**src/rtl/not_gate_pkg.sv**
```systemverilog
// rtl/not_gate_pkg.sv - shared state encodings and constants for the inverter BIST
package not_gate_pkg;

   typedef enum logic [1:0] {
      ST_IDLE  = 2'd0,
      ST_WAIT  = 2'd1,
      ST_CHECK = 2'd2,
      ST_DONE  = 2'd3
   } state_t;

   // Smallest usable settle time; a vector must be held at least one cycle.
   localparam int SETTLE_MIN = 1;

endpackage

```
**src/rtl/bist_settle_timer.sv**
```systemverilog
// rtl/bist_settle_timer.sv - settle-time down-counter for the inverter BIST
module bist_settle_timer #(
   parameter int SETTLE = 2
) (
   input  logic clk,
   input  logic rst_n,
   input  logic load,
   input  logic dec,
   output logic last
);

   localparam int CW = $clog2(SETTLE + 1);

   logic [CW-1:0] cnt;

   // Load the settle time for a fresh vector, otherwise count down and park at zero.
   always_ff @(posedge clk) begin
      if (!rst_n) begin
         cnt <= '0;
      end else if (load) begin
         cnt <= CW'(SETTLE);
      end else if (dec && (cnt != '0)) begin
         cnt <= cnt - 1'b1;
      end
   end

   assign last = (cnt == CW'(1));

endmodule

```
**src/rtl/not_gate_bist_ctrl.sv**
```systemverilog
// rtl/not_gate_bist_ctrl.sv - BIST sequencer that sweeps and checks an inverter
module not_gate_bist_ctrl
   import not_gate_pkg::*;
#(
   parameter int WIDTH  = 1,
   parameter int SETTLE = 2
) (
   input  logic             clk,
   input  logic             rst_n,
   input  logic             start,
   output logic [WIDTH-1:0] dut_a,
   input  logic [WIDTH-1:0] dut_y,
   output logic             busy,
   output logic             done,
   output logic             pass,
   output logic [WIDTH:0]   err_count,
   output logic [WIDTH-1:0] first_fail_vec
);

   localparam int              SETTLE_EFF = (SETTLE < SETTLE_MIN) ? SETTLE_MIN : SETTLE;
   localparam logic [WIDTH-1:0] ALL_ONES  = '1;

   state_t state;
   state_t state_nx;
   logic   settle_last;
   logic   timer_load;
   logic   last_vec;
   logic   mismatch;

   assign last_vec   = (dut_a == ALL_ONES);
   assign mismatch   = (dut_y != ~dut_a);
   assign timer_load = ((state == ST_IDLE) && start) || ((state == ST_CHECK) && !last_vec);

   bist_settle_timer #(
      .SETTLE (SETTLE_EFF)
   ) u_settle (
      .clk   (clk),
      .rst_n (rst_n),
      .load  (timer_load),
      .dec   (state == ST_WAIT),
      .last  (settle_last)
   );

   // State register.
   always_ff @(posedge clk) begin
      if (!rst_n) begin
         state <= ST_IDLE;
      end else begin
         state <= state_nx;
      end
   end

   // Next-state decode: sweep vectors until the all-ones vector has been checked.
   always_comb begin
      state_nx = state;
      case (state)
         ST_IDLE:  if (start) state_nx = ST_WAIT;
         ST_WAIT:  if (settle_last) state_nx = ST_CHECK;
         ST_CHECK: state_nx = last_vec ? ST_DONE : ST_WAIT;
         ST_DONE:  state_nx = ST_IDLE;
         default:  state_nx = ST_IDLE;
      endcase
   end

   // Status flags decode straight from the state register, so they are glitch-free.
   assign busy = (state != ST_IDLE);
   assign done = (state == ST_DONE);

   // Vector counter, error tally and verdict; dut_a leaves the block straight from this flop.
   always_ff @(posedge clk) begin
      if (!rst_n) begin
         dut_a          <= '0;
         err_count      <= '0;
         first_fail_vec <= '0;
         pass           <= 1'b0;
      end else begin
         case (state)
            ST_IDLE: begin
               if (start) begin
                  dut_a          <= '0;
                  err_count      <= '0;
                  first_fail_vec <= '0;
                  pass           <= 1'b0;
               end
            end
            ST_CHECK: begin
               if (mismatch) begin
                  err_count <= err_count + (WIDTH+1)'(1);
                  if (err_count == '0) begin
                     first_fail_vec <= dut_a;
                  end
               end
               if (!last_vec) begin
                  dut_a <= dut_a + 1'b1;
               end
            end
            ST_DONE: begin
               pass <= (err_count == '0);
            end
            default: begin
            end
         endcase
      end
   end

endmodule

```
**config.mk**
```make
export PLATFORM = sky130hd
export DESIGN_NAME = not_gate_bist_ctrl
export DESIGN_NICKNAME = d
export VERILOG_FILES = /design/src/rtl/not_gate_pkg.sv /design/src/rtl/bist_settle_timer.sv /design/src/rtl/not_gate_bist_ctrl.sv
export SDC_FILE = /design/constraint.sdc
export NUM_CORES = 1
export LEC_CHECK = 0
export BUFFER_PORTS_ARGS = -buffer_cell sky130_fd_sc_hd__buf_4
export CAP_MARGIN = 40
export CORE_AREA = 3 3 40 42
export DETAILED_ROUTE_END_ITERATION = 10
export DIE_AREA = 0 0 43 45
export SYNTH_ARGS = -nofsm -noshare
export SYNTH_HDL_FRONTEND = slang
export SYNTH_SLANG_ARGS = --single-unit
```
**constraint.sdc**
```tcl
create_clock -name clk -period 1.1 [get_ports clk]
set_input_delay 0.165 -clock clk [delete_from_list [all_inputs] [get_ports clk]]
set_output_delay 0.165 -clock clk [all_outputs]
set_load 0.02 [all_outputs]
```
==> results of run 1 <==
[layout make-up]
cell class / count / area share (%)
sequential: 9 / 24.6
timing repair buffer: 22 / 22.6
inverter: 4 / 1.88
tap: 15 / 2.35
multi-input combinational: 44 / 45.3
clock buffer: 4 / 3.29
[per-layer routing]
metal  track usage [%]  vias to the layer above  wire length [um]
met5                 0                        -                 0
met4              3.61                        0                11
met3              7.17                        2                66
met2              20.7                        9               506
met1              16.3                      222               594
li1                  -                      257                 -
[flip-flops by register name, summed over array words and instances (netlist names)]
name / count
err_count: 2
state: 2
u_settle.cnt: 2
dut_a: 1
first_fail_vec: 1
pass: 1
[stage by stage]
step           setup WS, ns  util (%)  cell area, sq um
6_report            -0.0835      62.1               798
5_1_grt              -0.114      62.1               798
4_1_cts             -0.0869      59.0               758
3_5_place_dp        -0.0218      52.1               669
3_3_place_gp        0.00139      52.1               669
2_1_floorplan       0.00174         -               534
[what timing repair did]
item | in CTS | in global routing
hold buffers | 0 | 0
buffers inserted | 3 | 0
hold endpoints to repair | 0 | 0
setup endpoints to repair | 4 | 12
resized for setup | 13 | 13
pin swaps | 4 | 4
[Yosys cell counts]
master / count
nand2b_1: 3
nand3b_1: 2
inv_1: 4
nor2_1: 4
nor2b_1: 1
and4b_1: 1
xnor2_1: 1
and2b_1: 1
a21oi_1: 3
o21ai_1: 1
clkbuf_1: 1
nand4_1: 1
and2_1: 1
buf_6: 2
o21a_1: 2
nand3_1: 1
nor3b_2: 1
mux2i_1: 3
nand2_1: 3
or2_1: 1
o21ai_0: 4
o211ai_1: 3
ha_1: 3
nor3b_1: 1
dfxtp_1: 9
a2bb2oi_1: 1
a21boi_0: 1
a31oi_1: 1
[cell families after synthesis]
group / after synthesis
AOI/OAI and AO/OA: 16
xor gates and xnor gates: 1
adders and majority gates: 3
buffers and inverters: 7
DFF: 9
muxes: 3
and+or+nand+nor: 21
[report_power, final]
group,internal (mW),total (mW),switching [mW]
clock network,0.139,0.251,0.111
registers,0.335,0.347,0.0119
logic,0.0970,0.170,0.0729
total,0.571,0.767,0.196
[critical path, stage by stage, from the launching register on]
cell and delay, ns:
dfxtp_4 0.36, buf_6 0.12, and2_4 0.15, buf_6 0.12
[worst min path at each step]
| stage | startpoint | to | depth (start not counted) | slack (ns) |
|---|---|---|---|---|
| floorplan | rst_n | err_count[0]$_SDFFE_PN0P_ | 2 | 0.34 |
| global placement | rst_n | u_settle.cnt[1]$_SDFFE_PN0P_ | 2 | 0.46 |
| detailed placement | rst_n | state[0]$_SDFFE_PN0P_ | 2 | 0.47 |
| CTS | rst_n | state[0]$_SDFFE_PN0P_ | 2 | 0.18 |
| global route | rst_n | state[0]$_SDFFE_PN0P_ | 2 | 0.18 |
| finish | rst_n | state[0]$_SDFFE_PN0P_ | 2 | 0.19 |
==> out/metrics.cfg, run 1 <==
[timing]
holdWs_ns = 0.195
clock.fmax_mhz = 845
timing_hold_violations_final = 0
slew_headroom_pct = 79.7
tightest_slew_ns = 0.303
fin_tns_setup_ns = -0.200
fin_crit_sh_pct = 108
post-route-worst-setup-slack_ns = -0.0835
setup_viol = 4
clock_skew_ns = 0.00997
rsz0062_at_grt = true
slew_viol_final = 0
fin_crit_ns = 1.18

[place]
place_congestion = 0.707
dp.cells = 91
io_buffer_count = 10
dp_hpwl_um = 818

[yosys]
synthSimpleGateAreaFrac_pct = 24.3
synthMuxAreaShare_pct = 5.71
synth.avg_cell_area_sq_um = 8.76
synth_compound_area_share_pct = 19.0
synth_fa_ha_area_share_pct = 7.14
syn-cell-area_sq_um = 526
synth_top_area_cell = dfxtp_1
ys_ff_latch = 9
synthXorXnorAreaFrac_pct = 1.67
ys_warn_count = 0
yosysUniqueCellTypes = 28
syn_nets = 67
postSynthCellCount = 60
synth_area_leaders = dfxtp_1, ha_1, mux2i_1
synth.top_cell.area_share_pct = 34.3
synth_top_family_by_area = simple AND/OR/NAND/NOR gates
seq_area_frac_synth_pct = 34.3

[worst_setup_path]
rr_endpoint = err_count[1]$_SDFFE_PN0P_
r2r_cells = 5
critPathCaptureType = primary output
r2r_slack_ns = -0.05
critPathKind = flop to primary output
crit_start = state[1]$_SDFFE_PN0P_
r2r-start = state[1]$_SDFFE_PN0P_
start_kind = flop
crit_end = done
critical_path_required_ns = 0.94
arrival_ns = 1.02
crit_fanout = 5

[cells_and_area]
n_antenna_cell = 0
layout-drive-gt1-share_pct = 53.0
final_cell_count_no_fill = 98
nets = 91
final_cell_mix = buf_4, dfxtp_2, buf_6
multi_input_area_sq_um = 362
regArea_sq_um = 196
syn_to_final_growth_pct = 51.9
final_common_cell = buf_4
fillers = 110

[cts]
cts_tree = yes
path_clk_slew_ns = 0.06
htreeDepth = 1
cts_buffers = 3
cts-root-buf = clkbuf_4
cts_buffer_depth = 2
clk-insertion-delay-late_ns = 0.26
clock_sinks = 9

[floorplan]
dieArea_sq_mm = 0.00194
die_w_um = 43
ios = 11
die_h_um = 45
core-area_sq_mm = 0.00128
initial_core_util_pct = 40.9
num_rows = 13

[detailed_routing]
drcViolationCount = 0
postRouteAntennaNets = 0
routed_wl_um = 1180
drt_first_pass_iters = 3
vias = 490
wl_per_cell_um = 12.0
vias_per_cell = 5.00
drt_iter0_markers = 6

[grt]
grt_pass1_vias = 434
grt_max_degree = 12
gr-total-overflow = 0
track_usage_pct = 13.4
grt_pass1_wl_um = 1870
antenna_found_initial = 0

[run_status]
outcome = finished, violations left
violations = negative setup slack

[power]
peakVddDrop_mv = 0.898
power_mw = 0.767
p_leak_nw = 0.324
power.density_mw_per_mm2 = 961

[min_path]
hold_class = input pin to flop

[job]
drv_cap = 0

No activity file was read; power rests on OpenSTA's default activity.
==> run 2: changes to the inputs <==
==> constraint.sdc (replaced) <==
create_clock -name clk -period 1.1 [get_ports clk]
set_input_delay 0.055 -clock clk [delete_from_list [all_inputs] [get_ports clk]]
set_output_delay 0.055 -clock clk [all_outputs]
set_load 0.02 [all_outputs]
==> run 2 against run 1 <==
Effect of this change:
- the run now ends clean
- final cell count unchanged
- sequential cell count unchanged
- via count up 1.0%
- global-route usage down 0.51 points
- non-clock buffer count unchanged
- first-iteration DRC count rose to 3.0 times the previous value
- sequential power about the same
- clock skew down 0.0085 ns
- fmax up 8.8%
- wire length up 2.3%
- largest cell class unchanged
- largest power group unchanged
==> out/metrics.cfg, run 2 (synthesized netlist as in run 1, its figures left out) <==
[detailed_routing]
vias_per_cell = 5.05  ; was 5.00
routed_wl_um = 1210  ; was 1180 um
wl_per_cell_um = 12.3  ; was 12.0 um
drt_first_pass_iters = 4  ; was 3
postRouteAntennaNets = 0  ; unchanged
drt_iter0_markers = 18  ; was 6
vias = 495  ; was 490
drcViolationCount = 0  ; unchanged

[worst_setup_path]
r2r-start = u_settle.cnt[0]$_SDFFE_PP0P_  ; was state[1]$_SDFFE_PN0P_
worst-path-buf-inv = 1  ; was 2
r2r_cells = 5  ; unchanged
cpPeakStageDelay_ns = 0.33  ; was 0.36 ns
crit_slowest_cell = dfxtp_2  ; was dfxtp_4
cp_top_family = flip-flops  ; unchanged
critical_path_required_ns = 1.31  ; was 0.94 ns
crit_start = u_settle.cnt[0]$_SDFFE_PP0P_  ; was state[1]$_SDFFE_PN0P_
rr_endpoint = u_settle.cnt[1]$_SDFFE_PN0P_  ; was err_count[1]$_SDFFE_PN0P_
arrival_ns = 1.29  ; was 1.02 ns
critPathCaptureType = flop  ; was primary output
start_kind = flop  ; unchanged
critPathKind = flop to flop  ; was flop to primary output
r2r_slack_ns = 0.01  ; was -0.05 ns
crit_fanout = 2  ; was 5
path_cells = inv_2 > ha_4 > nor3b_4 > mux2i_1 > o21a_1  ; was buf_6 > and2_4 > buf_6

[cells_and_area]
syn_to_final_growth_pct = 45.5  ; was 51.9%
fin_util_pct = 59.5  ; was 62.1%
nets = 91  ; unchanged
fillers = 108  ; was 110
final_cell_mix = buf_4, nor2_1, dfxtp_2  ; was buf_4, dfxtp_2, buf_6
n_antenna_cell = 0  ; unchanged
reg_top3 = err_count (2), state (2), u_settle.cnt (2)  ; unchanged
final_cell_area_sq_um = 764  ; was 798 sq um
layout-drive-gt1-share_pct = 47.0  ; was 53.0%
final_common_cell = buf_4  ; unchanged

[floorplan]
initial_core_util_pct = 40.9  ; unchanged
die_w_um = 43  ; unchanged
die_h_um = 45  ; unchanged
dieArea_sq_mm = 0.00194  ; unchanged
core-area_sq_mm = 0.00128  ; unchanged
ios = 11  ; unchanged
num_rows = 13  ; unchanged

[min_path]
holdPathEnd = u_settle.cnt[1]$_SDFFE_PN0P_  ; was state[0]$_SDFFE_PN0P_
hp-start = rst_n  ; unchanged
hold_class = input pin to flop  ; unchanged
hold_depth = 2  ; unchanged

[timing]
timing_hold_violations_final = 0  ; unchanged
clock.fmax_mhz = 919  ; was 845 MHz
tightest_slew_ns = 0.277  ; was 0.303 ns
clock_skew_ns = 0.00143  ; was 0.00997 ns
post-route-worst-setup-slack_ns = 0.0122  ; was -0.0835 ns
fin_crit_ns = 1.09  ; was 1.18 ns
rsz0062_at_grt = true  ; unchanged
fin_tns_setup_ns = 0  ; was -0.200 ns
slew_viol_final = 0  ; unchanged
slew_headroom_pct = 81.4  ; was 79.7%
fin_crit_sh_pct = 98.9  ; was 108%
setup_viol = 0  ; was 4

[cts]
cts_buffers = 3  ; unchanged
cts_buffer_depth = 2  ; unchanged
clock_sinks = 9  ; unchanged
clk-insertion-delay-late_ns = 0.26  ; about the same
htreeDepth = 1  ; unchanged
cts-root-buf = clkbuf_4  ; unchanged
cts_tree = yes  ; unchanged
path_clk_slew_ns = 0.06  ; about the same

[place]
place_congestion = 0.725  ; was 0.707
place_area_sq_um = 677  ; was 669 sq um
dp_hpwl_um = 863  ; was 818 um
io_buffer_count = 10  ; unchanged
place_ws_ns = -0.0165  ; was -0.0218 ns

[job]
drv_cap = 0  ; unchanged

[grt]
grt_max_degree = 12  ; unchanged
track_usage_pct = 12.8  ; was 13.4%
grt_pass1_vias = 435  ; was 434
grt_pass1_wl_um = 1790  ; was 1870 um
gr-total-overflow = 0  ; unchanged
antenna_found_initial = 0  ; unchanged

[power]
power.density_mw_per_mm2 = 1020  ; was 961 mW/mm^2
power_mw = 0.778  ; was 0.767 mW
p_leak_nw = 0.319  ; was 0.324 nW
peakVddDrop_mv = 0.498  ; was 0.898 mV

[run_status]
outcome = completed  ; was finished, violations left

-- run 2: cell counts in the layout (fill, tap and decap cells not counted) --
No cell type changed its count.
-- run 2: stage by stage --
stage	std cells	hold WS, ns
2_1_floorplan	60	0.229
3_3_place_gp	92	0.355
3_5_place_dp	92	0.349
4_1_cts	96	0.0783
5_1_grt	98	0.0848
6_report	98	0.0802
-- run 2: worst max path at each step --
stage / to / slack, ns / depth (start not counted)
final: u_settle.cnt[1]$_SDFFE_PN0P_ / 0.01 / 5
after global routing: u_settle.cnt[1]$_SDFFE_PN0P_ / -0.07 / 5
after CTS: u_settle.cnt[1]$_SDFFE_PN0P_ / -0.01 / 5
after detailed placement: u_settle.cnt[1]$_SDFFE_PN0P_ / -0.02 / 5
after global placement: u_settle.cnt[1]$_SDFFE_PN0P_ / 0.0005 / 5
after floorplan: u_settle.cnt[1]$_SDFFE_PN0P_ / 0.002 / 5
-- run 2: worst register-to-register path, stage by stage, from the launching register on --
cell	delay [ns]
dfxtp_2	0.33
inv_2	0.04
ha_4	0.16
nor3b_4	0.19
mux2i_1	0.20
o21a_1	0.12
-- run 2: per-layer routing --
layer	vias up	track usage, %	routed length, um
met2	10	18.6	543
met5	-	0	0
met4	0	7.23	13
li1	259	-	-
met3	2	5.18	69
met1	224	16.2	578
-- run 2: final cells by class --
type                       instances  area (sq um)  area share [%]
multi-input combinational         44           335            43.9
inverter                           4          15.0            1.96
tap                               15          18.8            2.45
clock buffer                       4          26.3            3.44
sequential                         9           193            25.2
timing repair buffer              22           176            23.1
-- run 2: what timing repair did --
item                                    CTS  global route
setup buffers                             0             2
endpoints found under the hold margin     0             0
pin swaps                                 1             1
endpoints found under the setup margin    4             6
resized for setup                         5            14
hold buffers                              0             0
-- run 2: power by group --
group	total (mW)	leakage [nW]	switching, mW	internal, mW
Clock	0.261	0.0150	0.121	0.140
Combinational	0.171	0.227	0.0732	0.0975
Sequential	0.347	0.0763	0.00973	0.337
Total	0.778	0.319	0.204	0.575
